File: config.mk
export PLATFORM = sky130hd
export DESIGN_NAME = lcd_bus_driver
export DESIGN_NICKNAME = d
export VERILOG_FILES = /design/src/rtl/lcd_bus_driver.sv
export SDC_FILE = /design/constraint.sdc
export NUM_CORES = 1
export LEC_CHECK = 0
export CAP_MARGIN = 20
export CORE_MARGIN = 1.5
export CORE_UTILIZATION = 45
export CTS_CLUSTER_SIZE = 16
export DETAILED_ROUTE_END_ITERATION = 7
export PLACE_DENSITY_LB_ADDON = 0.12
export SYNTH_ARGS = -nofsm -noshare
export SYNTH_HDL_FRONTEND = slang
export SYNTH_SLANG_ARGS = --single-unit
File: constraint.sdc
create_clock -name iCLK -period 3.6 [get_ports iCLK]
set_clock_uncertainty 0.1 [all_clocks]
set_input_delay 0.72 -clock iCLK [delete_from_list [all_inputs] [get_ports iCLK]]
set_output_delay 0.72 -clock iCLK [all_outputs]
set_load 0.005 [all_outputs]
File: src/rtl/lcd_bus_driver.sv
// HD44780 write-only bus driver: one byte per iStart rising edge. It generates the
// setup, enable-pulse and hold phases, then waits out the controller execution time.
module lcd_bus_driver #(
  parameter int T_SETUP      = 2,
  parameter int T_EN         = 16,
  parameter int T_HOLD       = 2,
  parameter int T_EXEC_SHORT = 2000,
  parameter int T_EXEC_LONG  = 82000,
  parameter int CNT_W        = 17
) (
  input  logic       iCLK,
  input  logic       iRST_N,
  input  logic [7:0] iDATA,
  input  logic       iRS,
  input  logic       iStart,
  output logic       oDone,
  output logic       oBusy,
  output logic [7:0] LCD_DATA,
  output logic       LCD_RW,
  output logic       LCD_EN,
  output logic       LCD_RS
);

  typedef enum logic [2:0] {IDLE, SETUP, EN_HI, HOLD, EXEC, DONE} state_t;

  state_t           state;
  logic             start_q;
  logic             long_q;
  logic [CNT_W-1:0] cnt;
  logic             cnt_last;

  assign cnt_last = (cnt == CNT_W'(1));
  assign LCD_RW   = 1'b0;

  always_ff @(posedge iCLK or negedge iRST_N) begin
    if (!iRST_N) begin
      state    <= IDLE;
      start_q  <= 1'b0;
      long_q   <= 1'b0;
      cnt      <= '0;
      oDone    <= 1'b0;
      oBusy    <= 1'b0;
      LCD_DATA <= 8'h00;
      LCD_EN   <= 1'b0;
      LCD_RS   <= 1'b0;
    end else begin
      start_q <= iStart;
      oDone   <= 1'b0;
      case (state)
        IDLE: begin
          if (iStart && !start_q) begin
            LCD_DATA <= iDATA;
            LCD_RS   <= iRS;
            // Clear display (0x01) and return home (0x02/0x03) need the long wait.
            long_q   <= !iRS && (iDATA[7:2] == 6'd0) && (iDATA[1:0] != 2'd0);
            oBusy    <= 1'b1;
            cnt      <= CNT_W'(T_SETUP);
            state    <= SETUP;
          end
        end
        SETUP: begin
          if (cnt_last) begin
            LCD_EN <= 1'b1;
            cnt    <= CNT_W'(T_EN);
            state  <= EN_HI;
          end else begin
            cnt <= cnt - CNT_W'(1);
          end
        end
        EN_HI: begin
          if (cnt_last) begin
            LCD_EN <= 1'b0;
            cnt    <= CNT_W'(T_HOLD);
            state  <= HOLD;
          end else begin
            cnt <= cnt - CNT_W'(1);
          end
        end
        HOLD: begin
          if (cnt_last) begin
            cnt   <= long_q ? CNT_W'(T_EXEC_LONG) : CNT_W'(T_EXEC_SHORT);
            state <= EXEC;
          end else begin
            cnt <= cnt - CNT_W'(1);
          end
        end
        EXEC: begin
          if (cnt_last) begin
            oDone <= 1'b1;
            cnt   <= '0;
            state <= DONE;
          end else begin
            cnt <= cnt - CNT_W'(1);
          end
        end
        DONE: begin
          oBusy <= 1'b0;
          cnt   <= '0;
          state <= IDLE;
        end
        default: begin
          state <= IDLE;
        end
      endcase
    end
  end

endmodule

; Word level (Yosys, flattened, before mapping)
; Cells that the tools add are included.
[word_totals]
out_inout_bits = 13
regBits = 34
[op_classes]
n_eq_ne = 11
n_reduce_logical = 16
n_addsub = 1
mux = 20
[ops]
columns = op, n
row1 = $mux 17, 6
row2 = $pmux 17 s6, 1
row3 = $eq 17x1->1 const B, 1
row4 = $sub 17x1->17 const B, 1
row5 = $mux 3, 5
row6 = $pmux 3 s5, 1
row7 = $ne 2x2->1 const B, 5
row8 = $eq 3x2->1 const B, 2
row9 = $eq 3x3->1 const B, 2
row10 = $logic_not 6->1, 1
row11 = $reduce_and 2->1, 3
row12 = $reduce_bool 2->1, 3
row13 = $reduce_bool 6->1, 1
row14 = $mux 1, 5
row15 = $reduce_and 5->1, 1
row16 = $pmux 1 s2, 2
row17 = $eq 3x1->1 const B, 1
row18 = $logic_and 1x1->1, 3
row19 = $logic_not 3->1, 1
row20 = $reduce_and 3->1, 1
row21 = $logic_not 1->1, 2

; Depth between registers and ports, before layout
; Gate-level depths: netlist of run 1.
[logic_depth]
word_depth = 4
mapped_depth = 8
depth_no_buf = 7

; Least setup slack after synthesis of run 1
; No wires, ideal clock.
[synth_timing]
path_type = reg-to-reg
start = register cnt[1]
end = register cnt[9]
stages_incl_launch_ff = 9
arrival_time_ns = 2.150
slack_ns = 1.226
n_path_buf = 1
cell_sequence = dfrtp_1 > inv_1 > ha_1 > or4b_2 > nor4_4 > or2_1 > buf_6 > o21ai_2 > a211o_1
[synth_between]
elab_chain_len = 3
elab_cells_between_ends = 7
classes_between = add/sub (1) / eq/ne (1) / mux (5)
[synth_rtl]
columns = element, line_no
row1 = from (decl), 29  ; logic [CNT_W-1:0] cnt;
row2 = from (signal assigned), 57  ; cnt <= CNT_W'(T_SETUP);
row3 = from (signal assigned), 64  ; cnt <= CNT_W'(T_EN);
row4 = from (signal assigned), 67  ; cnt <= cnt - CNT_W'(1);
row5 = $sub 17x1->17 or $eq 17x1->1 (tied branches), -
row6 = "$mux 17, on equally long branches", -
row7 = $pmux 17 s6 *, 49  ; case (state)
; Every way passes the cells marked *; elsewhere a longest branch is shown, timed or not.
; A chain may end at the register's enable or synchronous reset.

; Final worst setup path of run 1
; Ends and elaborated chain as after synthesis.

==> results.md, run 1 <==
* Actual transition at the worst max-transition pin at a little over 0.8 ns
* Number of enable-type register cells in the synthesized netlist at 0
* Leak Pwr at between 0.9 and 1 nW
* N_diodes at 0
* Min cycle time layout at about 2.7 ns
* Core region area at around 3700 um2
* Signed area change from the synthesized netlist to the final layout at 19.3%
* R2R Path Start: cnt[1]$_DFFE_PN0P_
* Post-CTS setup buffer count at 0
* Final design instance area without fill at approximately 2100 um2
* Global-route wire length before repair at roughly 6300 um
* Number of sinks handled by clock tree synthesis at 34
* Drt pass-1 iters at 4
* CTS HTree Levels at 2
* Total CTS buffers at 5
* Average wire length per cell after detail routing at 15.1 um
* Buffer and inverter count on the worst path at 1
* Dominant cell type by area after synthesis: dfrtp_1
* Routability Congestion at a little over 0.8
* HP Class: reg -> reg
* Unrepaired setup endpoints after global routing: no
* Async SR Flop Fraction at between 90% and 100%
* Vias in the first global route at roughly 1400
* Storage cell area at between 800 and 900 um2
* Count of hold buffers inserted by post-cts repair at 0
* Depth of the most critical reg-to-reg path at 7
* Pwr Density at ~830 nW/um2
* Post-synthesis cell area at between 1500 and 2000 um2
* Initial cell density of the core at between 40% and 50%
* Setup TNS at 0 ns
* Count of cells resized by post-cts repair at 0
* Pin count of the biggest net entering global routing at 35
* Type of the worst setup path: reg -> reg
* Placed insts at approximately 240
* Most common library cells after synthesis: 34 x dfrtp_1, 17 x nand2_1, 11 x o21ai_0
* Crit path cell chain: inv_1, ha_1, or4b_2, nor4_4, or2_1, o21ai_2, a211o_1
* Yosys warning count at 0
* Hold Violations, Final at 0
* Max-slew headroom at the worst pin at a little under half
* Sort of element at the end of the critical path: flip-flop
* Antenna violations before repair at 0
* Max Root-Sink Buffers at 2
* Final count of negative-setup-slack endpoints at 0
* Worst-path fanout max at 10
* Synth area leaders: dfrtp_1 47%, mux2_2 5.7%, nand2_1 3.6%, nor4_1 3.1%, o21ai_0 3.1%
* Most frequent cell after synthesis: dfrtp_1
* Share of the cycle needed by the critical path after routing at 74.3%
* Net count after synthesis at approximately 200
* Combined area of the multi-input logic cells at about 860 um2
* Per-instance average area after synthesis at between 9 and 10 um2
* Crit path DAT at approximately 2.8 ns
* Number of standard cells after synthesis at ~180
* Total half-perimeter wirelength after legalization and detailed placement at roughly 2700 um
* Peak supply drop at 0.376 mV
* Hold-critical path depth at 1
* Count of fill cells added during filler insertion at roughly 340
* R2R setup slack at 0.92 ns
* Worst Setup Slack post-DPL at 0.931 ns
* Synth Register Bits at 34
* Kind of launch point of the worst setup path: flip-flop
* CP max-delay cell: or4b_2
* Reg-to-reg critical path endpoint: cnt[9]$_DFFE_PN0P_
* Port Buffer Count at 23
* Family of cells with the greatest summed delay on the critical path: simple AND/OR/NAND/NOR gates
* Post-route worst setup slack at roughly 0.92 ns
* Clock Latency Late Sink at approximately 0.28 ns
* Area share of the leading cell type in the synthesized netlist at between 40 and 50%
* Instance area after placement at about 2000 um2
* Io pins at 25
* Launch instance of the worst min-delay path: cnt[15]$_DFFE_PN0P_
* Drt initial violations at 95
* Remaining design rule violation count at 0
* Remaining antenna violation count at 0
* Run status: finished clean
* Distinct cell type count after synthesis at 46
* Clock slew seen by the registers of the worst setup and hold paths at about 0.07 ns
* Total Nets Final at approximately 210
* Layout cell share with drive strength beyond 1 at 12.9%
* Congestion Overflow GR at 0
* Finished Core Util at 57.1%
* Number of vias after detailed routing at 1440
* Y dimension of the die at around 66 um
* Number of pins with negative max-slew slack in the final report at 0
* Most common flop cell mapped by yosys: dfrtp_1
* Worst Hold Slack at just over 0.4 ns
* Count of non-filler cells in the finished layout at roughly 250
* Post-Route WL at 3750 um
* Post-DR vias/cell at 5.78
* Core Rows at 22
* Hold-critical path endpoint: cnt[15]$_DFFE_PN0P_
* TritonCTS clock tree: built
* Portion of the post-synthesis area used by sequential elements at about 47%
* Max Cap Viol at 0
* Root buffer selected by CTS: clkbuf_8
* Required time reported for the critical path endpoint at 3.67 ns
* Die Width at 66.1 um
* Delay of the slowest critical-path stage at 0.65 ns
* Final Total Pwr at between 1.5 and 2 mW
* Global routing usage summed across all routing layers at 19.2%
* Die area at roughly 4400 um2
* Highest attainable clock frequency at approximately 0.37 GHz
-- state kept, by name (all words and copies together), names as in the netlist --
signal and flops:
start_q 1, oBusy 1, state 3, LCD_EN 1
LCD_DATA 8, long_q 1, oDone 1, cnt 17
LCD_RS 1
-- worst reg2reg max path: cells and delay by family (launching register included) --
kind,cells,cell delay [ns]
AO/OA/AOI/OAI,2,0.41
adder cells (fa/ha/maj),1,0.14
buffers and inverters,1,0.10
flip-flops,1,0.39
AND/OR/NAND/NOR,3,1.43
-- per-layer routing --
layer | part of all wire [%] | GRT usage (%) | wire [um]
met5 | 0 | 0 | 0
met4 | 1.9 | 7.40 | 70
met3 | 4.2 | 5.28 | 157
met2 | 46 | 29.5 | 1730
met1 | 48 | 25.8 | 1790
-- final cells by class --
cell class / instances / area share, %
Clock buffer: 6 / 3.40
Clock inverter: 2 / 1.76
Inverter: 4 / 0.703
Multi-Input combinational cell: 130 / 40.0
Sequential cell: 34 / 39.8
Tap cell: 48 / 2.81
Timing Repair Buffer: 25 / 11.5
-- cell families after synthesis --
kind of cell,after synthesis,share of synthesized area (%)
other,1,0.209
and+or+nand+nor,69,21.7
adders and majority gates,2,1.40
DFF,34,47.5
buffers and inverters,17,5.10
muxes,9,5.66
AOI/OAI and AO/OA,44,16.0
xor gates and xnor gates,5,2.44
-- cell usage in the layout (no fill, tap or decap), drive strengths merged, types with 2 or more instances in the layout --
cell,synthesis,layout
nand2,17,17
or4,5,5
mux2,9,9
nor3,10,10
ha,2,2
clkdlybuf4s50,0,23
a31oi,7,7
or2,3,3
or3,4,4
nand2b,3,3
nor2,9,9
dfrtp,34,34
nor4,10,10
a21oi,9,9
a211o,4,4
buf,6,2
clkbuf,7,6
xnor2,4,4
a21o,2,2
a22oi,2,2
o21ai,12,12
nor2b,2,2
inv,4,4
-- power by group --
part / internal, mW / leakage [nW] / switching, mW
combinational: 0.362 / 0.424 / 0.363
sequential: 0.537 / 0.425 / 0.160
clock: 0.206 / 0.0514 / 0.135
-- worst max path at each step --
stage | from | end | slack (ns) | cells after the start
floorplan | cnt[1]$_DFFE_PN0P_ | cnt[9]$_DFFE_PN0P_ | 1.23 | 8
global placement | cnt[1]$_DFFE_PN0P_ | cnt[9]$_DFFE_PN0P_ | 1.03 | 7
detailed placement | cnt[1]$_DFFE_PN0P_ | cnt[9]$_DFFE_PN0P_ | 0.93 | 7
CTS | cnt[1]$_DFFE_PN0P_ | cnt[9]$_DFFE_PN0P_ | 0.92 | 7
global route | cnt[1]$_DFFE_PN0P_ | cnt[9]$_DFFE_PN0P_ | 0.74 | 7
finish | cnt[1]$_DFFE_PN0P_ | cnt[9]$_DFFE_PN0P_ | 0.92 | 7
Power figures use the tool's default switching activity.
==> run 2: changes to the inputs <==
==> constraint.sdc (replaced) <==
create_clock -name iCLK -period 2.2 [get_ports iCLK]
set_clock_uncertainty 0.1 [all_clocks]
set_input_delay 0.44 -clock iCLK [delete_from_list [all_inputs] [get_ports iCLK]]
set_output_delay 0.44 -clock iCLK [all_outputs]
set_load 0.005 [all_outputs]
==> results.md, run 2 (same netlist as run 1, synthesis figures left out) <==
* Crit path DAT at 2.28 ns (was 2.75 ns)
* TritonCTS clock tree: built (unchanged)
* Post-route worst setup slack at -0.00681 ns (was 0.924 ns)
* Highest attainable clock frequency at 0.453 GHz (was 0.374 GHz)
* Remaining design rule violation count at 0 (unchanged)
* Worst Setup Slack post-DPL at -0.106 ns (was 0.931 ns)
* Top Usage Layer GRT: met2 (unchanged)
* Clock Latency Late Sink at 0.28 ns (about the same)
* GR Layer Usage met3 at 4.94% (was 5.28%)
* Post-DR vias/cell at 5.58 (was 5.78)
* Pwr Density at 1390 nW/um2 (was 825 nW/um2)
* Routability Congestion at 0.896 (was 0.822)
* Max Cap Viol at 0 (unchanged)
* Vias in the first global route at 1624 (was 1354)
* Global routing usage summed across all routing layers at 22.0% (was 19.2%)
* Placed insts at 274 (was 241)
* Storage cell area at 851 um2 (unchanged)
* Remaining antenna violation count at 0 (unchanged)
* Final count of negative-setup-slack endpoints at 2 (was 0)
* Die area at 4370 um2 (unchanged)
* Pin count of the biggest net entering global routing at 35 (unchanged)
* Port Buffer Count at 23 (unchanged)
* Type of the worst setup path: reg -> reg (unchanged)
* Final Total Pwr at 3.46 mW (was 1.76 mW)
* Leak Pwr at 1.10 nW (was 0.901 nW)
* Violations in the final reports: setup timing
* Finished Core Util at 66.6% (was 57.1%)
* Congestion Overflow GR at 0 (unchanged)
* Number of flip-flops under the largest register name at 17 (unchanged)
* Worst Hold Slack at 0.407 ns (was 0.404 ns)
* Run status: finished with violations (was finished clean)
* Count of fill cells added during filler insertion at 305 (was 343)
* Y dimension of the die at 66.1 um (unchanged)
* Core region area at 3740 um2 (unchanged)
* Sort of element at the end of the critical path: flip-flop (unchanged)
* Fraction of met1 tracks used by global routing at 29.2% (was 25.8%)
* Setup TNS at -0.0135 ns (was 0 ns)
* HP Class: reg -> reg (unchanged)
* Total Nets Final at 250 (was 214)
* Clock slew seen by the registers of the worst setup and hold paths at 0.07 ns (about the same)
* N_diodes at 0 (unchanged)
* Count of hold buffers inserted by post-cts repair at 0 (unchanged)
* Share of the cycle needed by the critical path after routing at 100% (was 74.3%)
* Min cycle time layout at 2.21 ns (was 2.68 ns)
* CTS HTree Levels at 2 (unchanged)
* Final design instance area without fill at 2490 um2 (was 2140 um2)
* Most frequent cells in the layout: 36 x buf_4, 34 x dfrtp_1, 23 x clkdlybuf4s50_1 (was 34 x dfrtp_1, 23 x clkdlybuf4s50_1, 17 x nand2_1)
* Unrepaired setup endpoints after global routing: yes (was no)
* Total half-perimeter wirelength after legalization and detailed placement at 3080 um (was 2670 um)
* Instance area after placement at 2290 um2 (was 2030 um2)
* Average wire length per cell after detail routing at 14.8 um (was 15.1 um)
* Global-route wire length before repair at 7370 um (was 6310 um)
* Root buffer selected by CTS: clkbuf_8 (unchanged)
* Combined area of the multi-input logic cells at 927 um2 (was 856 um2)
* Antenna violations before repair at 0 (unchanged)
* Number of pins with negative max-slew slack in the final report at 0 (unchanged)
* Required time reported for the critical path endpoint at 2.27 ns (was 3.67 ns)
* Layout cell share with drive strength beyond 1 at 31.6% (was 12.9%)
* Core Rows at 22 (unchanged)
* Number of sinks handled by clock tree synthesis at 34 (unchanged)
* Most common cell after layout, fill and taps aside: buf_4 (was dfrtp_1)
* Top flop regs: cnt (17), LCD_DATA (8), state (3) (unchanged)
* Routing usage on met2 at 34.8% (was 29.5%)
* Signed area change from the synthesized netlist to the final layout at 39.2% (was 19.3%)
* Initial cell density of the core at 47.9% (unchanged)
* Worst-path fanout max at 7 (was 10)
* Count of non-filler cells in the finished layout at 285 (was 249)
* Number of vias after detailed routing at 1589 (was 1440)
* Drt pass-1 iters at 4 (unchanged)
* Top reg by flops: cnt (unchanged)
* Kind of launch point of the worst setup path: flip-flop (unchanged)
* Max Root-Sink Buffers at 2 (unchanged)
* Io pins at 25 (unchanged)
* Die Width at 66.1 um (unchanged)
* Hold Violations, Final at 0 (unchanged)
* Total CTS buffers at 5 (unchanged)
* Peak supply drop at 0.716 mV (was 0.376 mV)
* Post-Route WL at 4210 um (was 3750 um)
* Drt initial violations at 139 (was 95)
run 2: cell count changes in the layout (fill, tap and decap cells not counted), moves of 2 or more:
| cell | before | now |
|---|---|---|
| a21oi_1 | 9 | 7 |
| a21oi_2 | 0 | 2 |
| or4_1 | 4 | 0 |
| or2_1 | 2 | 0 |
| or2_4 | 0 | 2 |
| buf_4 | 2 | 36 |
| or4_4 | 1 | 5 |
run 2: critical path: stages (launching register included):
cell and delay [ns]:
dfrtp_1 0.39, inv_2 0.06, ha_1 0.12, or4b_4 0.48, nor4_4 0.30, buf_4 0.16, or2_4 0.16, o21ai_2 0.06
a211o_1 0.25
run 2: timing repair:
item / CTS / global route
buffers inserted: 0 / 3
endpoints found under the setup margin: 13 / 16
gates resized for setup: 7 / 10
endpoints found under the hold margin: 0 / 0
pin swaps: 1 / 7
run 2: final timing paths:
path                               startpoint                      end  slack (ns)  depth (start not counted)
setup reg to reg           cnt[1]$_DFFE_PN0P_       cnt[9]$_DFFE_PN0P_      -0.007                          8
hold / removal             LCD_RS$_DFFE_PN0P_       LCD_RS$_DFFE_PN0P_        0.41                          1
setup / recovery           cnt[1]$_DFFE_PN0P_       cnt[9]$_DFFE_PN0P_      -0.007                          8
min in group asynchronous              iRST_N       cnt[4]$_DFFE_PN0P_        0.46                          2
max in group asynchronous              iRST_N  LCD_DATA[0]$_DFFE_PN0P_        1.23                          2
hold reg to reg            LCD_RS$_DFFE_PN0P_       LCD_RS$_DFFE_PN0P_        0.41                          1
run 2: area by class of cell:
type / count / share of cell area [%]
Inverter: 4 / 0.602
Clock buffer: 6 / 2.91
Timing Repair Buffer: 61 / 21.3
Sequential cell: 34 / 34.1
Tap cell: 48 / 2.41
Clock inverter: 2 / 1.50
Multi-Input combinational cell: 130 / 37.2
run 2: routing by layer:
layer  share of wire (%)  routed length [um]
met1                  46                1930
met2                  48                2010
met3                 5.3                 223
met4                 1.1                  47
met5                   0                   0
run 2: power by group:
part	internal (mW)	switching [mW]	leakage (nW)
combinational	1.01	0.826	0.625
sequential	0.878	0.184	0.425
clock	0.338	0.228	0.0514
